### config.mk
export PLATFORM = sky130hd
export DESIGN_NAME = dmem_arbiter
export DESIGN_NICKNAME = d
export VERILOG_FILES = /design/src/rtl/dmem_arbiter.sv
export SDC_FILE = /design/constraint.sdc
export NUM_CORES = 1
export LEC_CHECK = 0
export CORE_UTILIZATION = 35
export DETAILED_ROUTE_END_ITERATION = 8
export PLACE_DENSITY = 0.8
export SLEW_MARGIN = 30
export SYNTH_ARGS = -nofsm -noshare
export SYNTH_HDL_FRONTEND = slang
export SYNTH_SLANG_ARGS = --single-unit
### constraint.sdc
create_clock -name clk -period 5.3 [get_ports clk]
set_input_delay 1.59 -clock clk [delete_from_list [all_inputs] [get_ports clk]]
set_output_delay 1.59 -clock clk [all_outputs]
set_load 0.02 [all_outputs]
### src/rtl/dmem_arbiter.sv
// dmem_arbiter: two-port (core + debug/loader) round-robin arbiter in front of
// a single-ported data memory. Each access walks IDLE -> ISSUE -> RESP, so the
// memory sees at most one strobe per three cycles and never sees overlapping
// strobes.

module dmem_arbiter #(
  parameter int ADDR_W = 32,
  parameter int DATA_W = 32
) (
  input  logic              clk,
  input  logic              reset,
  // core port
  input  logic              c_req,
  input  logic              c_we,
  input  logic [ADDR_W-1:0] c_addr,
  input  logic [DATA_W-1:0] c_wdata,
  output logic [DATA_W-1:0] c_rdata,
  output logic              c_ack,
  output logic              c_stall,
  // debug / loader port
  input  logic              d_req,
  input  logic              d_we,
  input  logic [ADDR_W-1:0] d_addr,
  input  logic [DATA_W-1:0] d_wdata,
  output logic [DATA_W-1:0] d_rdata,
  output logic              d_ack,
  // data memory
  output logic              mem_re,
  output logic              mem_we,
  output logic [ADDR_W-1:0] mem_addr,
  output logic [DATA_W-1:0] mem_wdata,
  input  logic [DATA_W-1:0] mem_rdata
);

  typedef enum logic [1:0] {
    IDLE,
    ISSUE,
    RESP
  } state_t;

  state_t state;

  // 1 = debug port won the most recent grant, 0 = core port
  logic last_grant;
  // identity of the port owning the access currently in flight
  logic win_d;

  logic              grant_d;
  logic              sel_we;
  logic [ADDR_W-1:0] sel_addr;
  logic [DATA_W-1:0] sel_wdata;

  // Pick the winner: a lone request wins, a tie goes to the port not granted last
  always_comb begin
    grant_d   = d_req & (~c_req | ~last_grant);
    sel_we    = grant_d ? d_we    : c_we;
    sel_addr  = grant_d ? d_addr  : c_addr;
    sel_wdata = grant_d ? d_wdata : c_wdata;
  end

  // The core must stall while its request is outstanding, but not in its ack cycle
  assign c_stall = c_req & ~c_ack;

  // Access sequencer; the memory strobes are registered so they are only
  // non-zero during ISSUE and drop immediately when reset asserts
  always_ff @(posedge clk or posedge reset) begin
    if (reset) begin
      state      <= IDLE;
      last_grant <= 1'b1;
      win_d      <= 1'b0;
      c_rdata    <= '0;
      d_rdata    <= '0;
      c_ack      <= 1'b0;
      d_ack      <= 1'b0;
      mem_re     <= 1'b0;
      mem_we     <= 1'b0;
      mem_addr   <= '0;
      mem_wdata  <= '0;
    end else begin
      case (state)
        IDLE: begin
          c_ack <= 1'b0;
          d_ack <= 1'b0;
          if (c_req | d_req) begin
            win_d      <= grant_d;
            last_grant <= grant_d;
            mem_re     <= ~sel_we;
            mem_we     <= sel_we;
            mem_addr   <= sel_addr;
            mem_wdata  <= sel_wdata;
            state      <= ISSUE;
          end
        end
        ISSUE: begin
          if (mem_re) begin
            if (win_d) d_rdata <= mem_rdata;
            else       c_rdata <= mem_rdata;
          end
          mem_re    <= 1'b0;
          mem_we    <= 1'b0;
          mem_addr  <= '0;
          mem_wdata <= '0;
          c_ack     <= ~win_d;
          d_ack     <= win_d;
          state     <= RESP;
        end
        RESP: begin
          c_ack <= 1'b0;
          d_ack <= 1'b0;
          state <= IDLE;
        end
        default: begin
          c_ack     <= 1'b0;
          d_ack     <= 1'b0;
          mem_re    <= 1'b0;
          mem_we    <= 1'b0;
          mem_addr  <= '0;
          mem_wdata <= '0;
          state     <= IDLE;
        end
      endcase
    end
  end

endmodule

# Yosys cells after proc, flatten, opt, wreduce, memory -nomap -nowiden
# Index checks and enable logic that the tools add are counted.
[classes]
reduce_logical = 5
muxes = 15
eq_ne = 3
bitwise = 10
[ops]
columns = ["cell", "n"]
rows = [
  ["32-bit two-way mux", 4],
  ["32-bit one-hot mux with 2 select lines", 2],
  ["1-bit inverter", 6],
  ["3-bit AND reduction", 2],
  ["1-bit two-way mux", 5],
  ["1-bit one-hot mux with 2 select lines", 2],
  ["2-bit one-hot mux with 2 select lines", 1],
  ["2-bit AND reduction", 2],
  ["1-bit AND", 2],
  ["2-bit by 1-bit equality test with 1-bit output (second input constant)", 1],
  ["2-bit equality test (second input constant)", 1],
  ["2-bit zero test", 1],
  ["2-bit two-way mux", 1],
  ["2-bit inequality test (second input constant)", 1],
  ["1-bit OR", 2],
]
[word_totals]
out_inout_bits = 133
word_cells = 44
reg_bits = 136
inputBits = 166

# Depth between registers and ports, before layout
[logic_depth]
word_depth = 7
depth_mapped = 5
mapped_depth_nobuf = 4

# Least setup slack after synthesis
# OpenSTA, ideal clock, no wires.
[synth_path]
path_type = "input -> output"
from = "input c_req"
to = "output c_stall"
path_buffers = 0
required_ns = 3.710
path_slack_ns = 1.793
t_arrival_ns = 1.917
path_stages = 1
cell_sequence = "nor2b_1"
[synth_between]
elab_chain_cells = 1
[synth_lines]
columns = ["element", "line", "source"]
rows = [
  ["start: declaration", "13", "input logic c_req,"],
  ["1-bit AND", "62", "assign c_stall = c_req & ~c_ack;"],
  ["end: declaration", "19", "output logic c_stall,"],
]
# No other way between the ends.

# Worst setup path after layout
# Same ends and word-level chain as after synthesis.

==> results.json <==
{
  "die_width_microns": 128,
  "numCtsBuffers": 17,
  "dpl.hpwl_mm": 11.7,
  "area_growth_pct": 68.0,
  "cp_max_fo": 6,
  "grt.total_usage_pct": 20.0,
  "powerDensity_mw_per_mm2": 629,
  "holdBufCountCts": 0,
  "dieArea_sq_mm": 0.0163,
  "gp_congestion": 0.763,
  "critPathRequiredTime_ns": 3.71,
  "wire_per_inst_microns": 17.8,
  "drt-initial-drc-count": 234,
  "worst_hold_startpoint": "c_rdata[20]",
  "ios": 299,
  "netlist_area_sq_mm": 0.00552,
  "cts-htree-levels": 4,
  "nFillCells": 1195,
  "syn_nets": 551,
  "finalCritPeriodShare_pct": 87.7,
  "ys_seq_area_share_pct": 61.7,
  "antenna_found_initial": 0,
  "synth_cell_type_count": 29,
  "p_leak_nw": 4.10,
  "grt_max_degree": 66,
  "clock_sinks": 136,
  "slew_viol_final": 0,
  "grt.busiest_layer": "met2",
  "hold_path_end": "c_rdata[20]",
  "grt_pass1_vias": 4674,
  "crit_slowest_cell": "clkdlybuf4s50_1",
  "hold_depth": 1,
  "netlist_top_cells_area": "dfrtp_1 (61%), mux2_2 (13%), a221o_1 (12%)",
  "fmax_mhz": 215,
  "ir_drop_mv": 0.272,
  "setup_tns_ns": 0,
  "clk_latency_ns": 0.40,
  "path_cells": "clkdlybuf4s50_1 -> nor2b_1 -> clkdlybuf4s50_1",
  "clkTransAtPathRegs_ns": 0.06,
  "fp.dieH_microns": 128,
  "crit_path_end_kind": "primary output",
  "cts_resized": 0,
  "yosys_warnings": 0,
  "synth.most_common_cell": "dfrtp_1",
  "drv_cap": 0,
  "cts_tree": "built",
  "hold_viol": 0,
  "status": "finished, final reports clean",
  "met3_usage_pct": 6.11,
  "synth_common_cells": "dfrtp_1 (135), a221o_1 (64), and3_1 (64)",
  "yosys.area.top_type_share_pct": 61.2,
  "cts_setup_buffers": 0,
  "reg2reg_to": "mem_addr[5]",
  "setup_slack_ns": 0.650,
  "tightest_slew_ns": 0.759,
  "hp-class": "reg -> reg",
  "grtUsageMet1_pct": 23.4,
  "wl_mm": 16.0,
  "start_util_pct": 36.1,
  "clockBufferDepth": 2,
  "io_buffer_count": 298,
  "rsz0062_at_grt": "false",
  "async_flop_share_pct": 100,
  "crit_arrival_ns": 3.06,
  "grt_pass1_wl_mm": 25.0,
  "via_per_inst": 5.02,
  "row_count": 45,
  "use_met2_pct": 35.4,
  "drtAntennaViolNets": 0,
  "ys_seq_elements": 136,
  "clock-root-buffer": "clkbuf_16",
  "setup_viol": 0,
  "max-slew-margin-rel_pct": 49.4,
  "drive_gt1_share_pct": 15.9,
  "min_period_ns": 4.65,
  "r2r_start": "state[0]",
  "critPathMaxStageDelay_ns": 0.64,
  "path_class": "in -> out",
  "synthFlopType": "dfrtp_1",
  "drcViolationCount": 0,
  "cp_common_cell": "clkdlybuf4s50_1",
  "vias": 4505,
  "ff2ff_path_depth": 4,
  "startpoint_type": "input port",
  "core_area_sq_mm": 0.0153,
  "synth_edf_count": 0,
  "r2r_setup_slack_ns": 3.01,
  "avgSynthCellArea_sq_um": 14.3,
  "dr.pass1.iters": 4,
  "finalClockSkew_ns": 0.00480,
  "synth_area_leader_cell": "dfrtp_1",
  "fin_nets": 841,
  "grt_overflow": 0,
  "diodes": 0,
  "place_ws_ns": 0.610,
  "syn_inst": 385
}
[worst max path at each step]
stage	from	end	slack (ns)	cells after the start
3_3_place_gp	c_req	c_stall	0.62	3
4_1_cts	c_req	c_stall	0.61	3
5_1_grt	c_req	c_stall	0.56	3
2_1_floorplan	reset	c_ack	0.07	1
6_report	c_req	c_stall	0.65	3
3_5_place_dp	c_req	c_stall	0.61	3
[routing by layer]
layer  up-vias  wire length, microns  share of wire (%)
met5         -                     0                  0
met4         0                   176                1.1
met3        18                  1220                7.6
met2       225                  8180                 51
met1      2194                  6450                 40
li1       2068                     -                  -
[report_power, final]
group | switching, mW | total (mW) | internal, mW
registers | 0.319 | 1.87 | 1.55
logic | 1.32 | 2.74 | 1.42
clock network | 0.431 | 1.23 | 0.797
[cell type report]
cell class | instances | area, sq um | share of cell area (%)
sequential | 136 | 3400 | 36.7
multi-input combinational | 212 | 1940 | 20.9
inverter | 2 | 10.0 | 0.108
clock inverter | 12 | 175 | 1.89
timing repair buffer | 306 | 3040 | 32.8
tap | 211 | 264 | 2.85
clock buffer | 19 | 443 | 4.77
[logic make-up after synthesis]
family / synth area share (%)
compound gates: 12.6
buf+inv: 3.72
flops: 61.7
mux: 13.4
simple gates: 8.59
[state kept, by name, indices dropped and copies added, names as in the netlist]
| name | flops |
|---|---|
| c_rdata | 32 |
| d_rdata | 32 |
| mem_addr | 32 |
| mem_wdata | 32 |
| state | 2 |
| c_ack | 1 |
| d_ack | 1 |
| last_grant | 1 |
| mem_re | 1 |
| mem_we | 1 |
| win_d | 1 |
[through the flow]
step                std cells  utilization, %  cell area (sq um)  total power [mW]  hold slack, ns
detailed placement        867            56.5               8660              4.64           0.491
global route              898            60.6               9280              6.13           0.517
global placement          867            56.5               8660              4.55           0.467
finish                    898            60.6               9280              5.84           0.502
CTS                       898            60.6               9270              5.89           0.506
floorplan                 385               -               5520              3.26           0.463
[placed cells by master (no fill, tap or decap), types with 2 or more instances in the layout]
master / netlist / routed
clkdlybuf4s50_1: 0 / 298
bufinv_16: 0 / 4
clkbuf_16: 0 / 17
a221o_1: 64 / 64
dfrtp_1: 135 / 135
buf_4: 4 / 8
clkinvlp_4: 0 / 3
and3_1: 64 / 64
clkinv_2: 0 / 3
nor3b_2: 1 / 2
mux2i_1: 2 / 2
mux2_2: 63 / 63
and2_1: 2 / 2
[critical path, delay by kind of cell]
kind,cells,cell delay [ns]
buffers and inverters,2,1.26
and+or+nand+nor,1,0.20
Power figures use the tool's default switching activity.
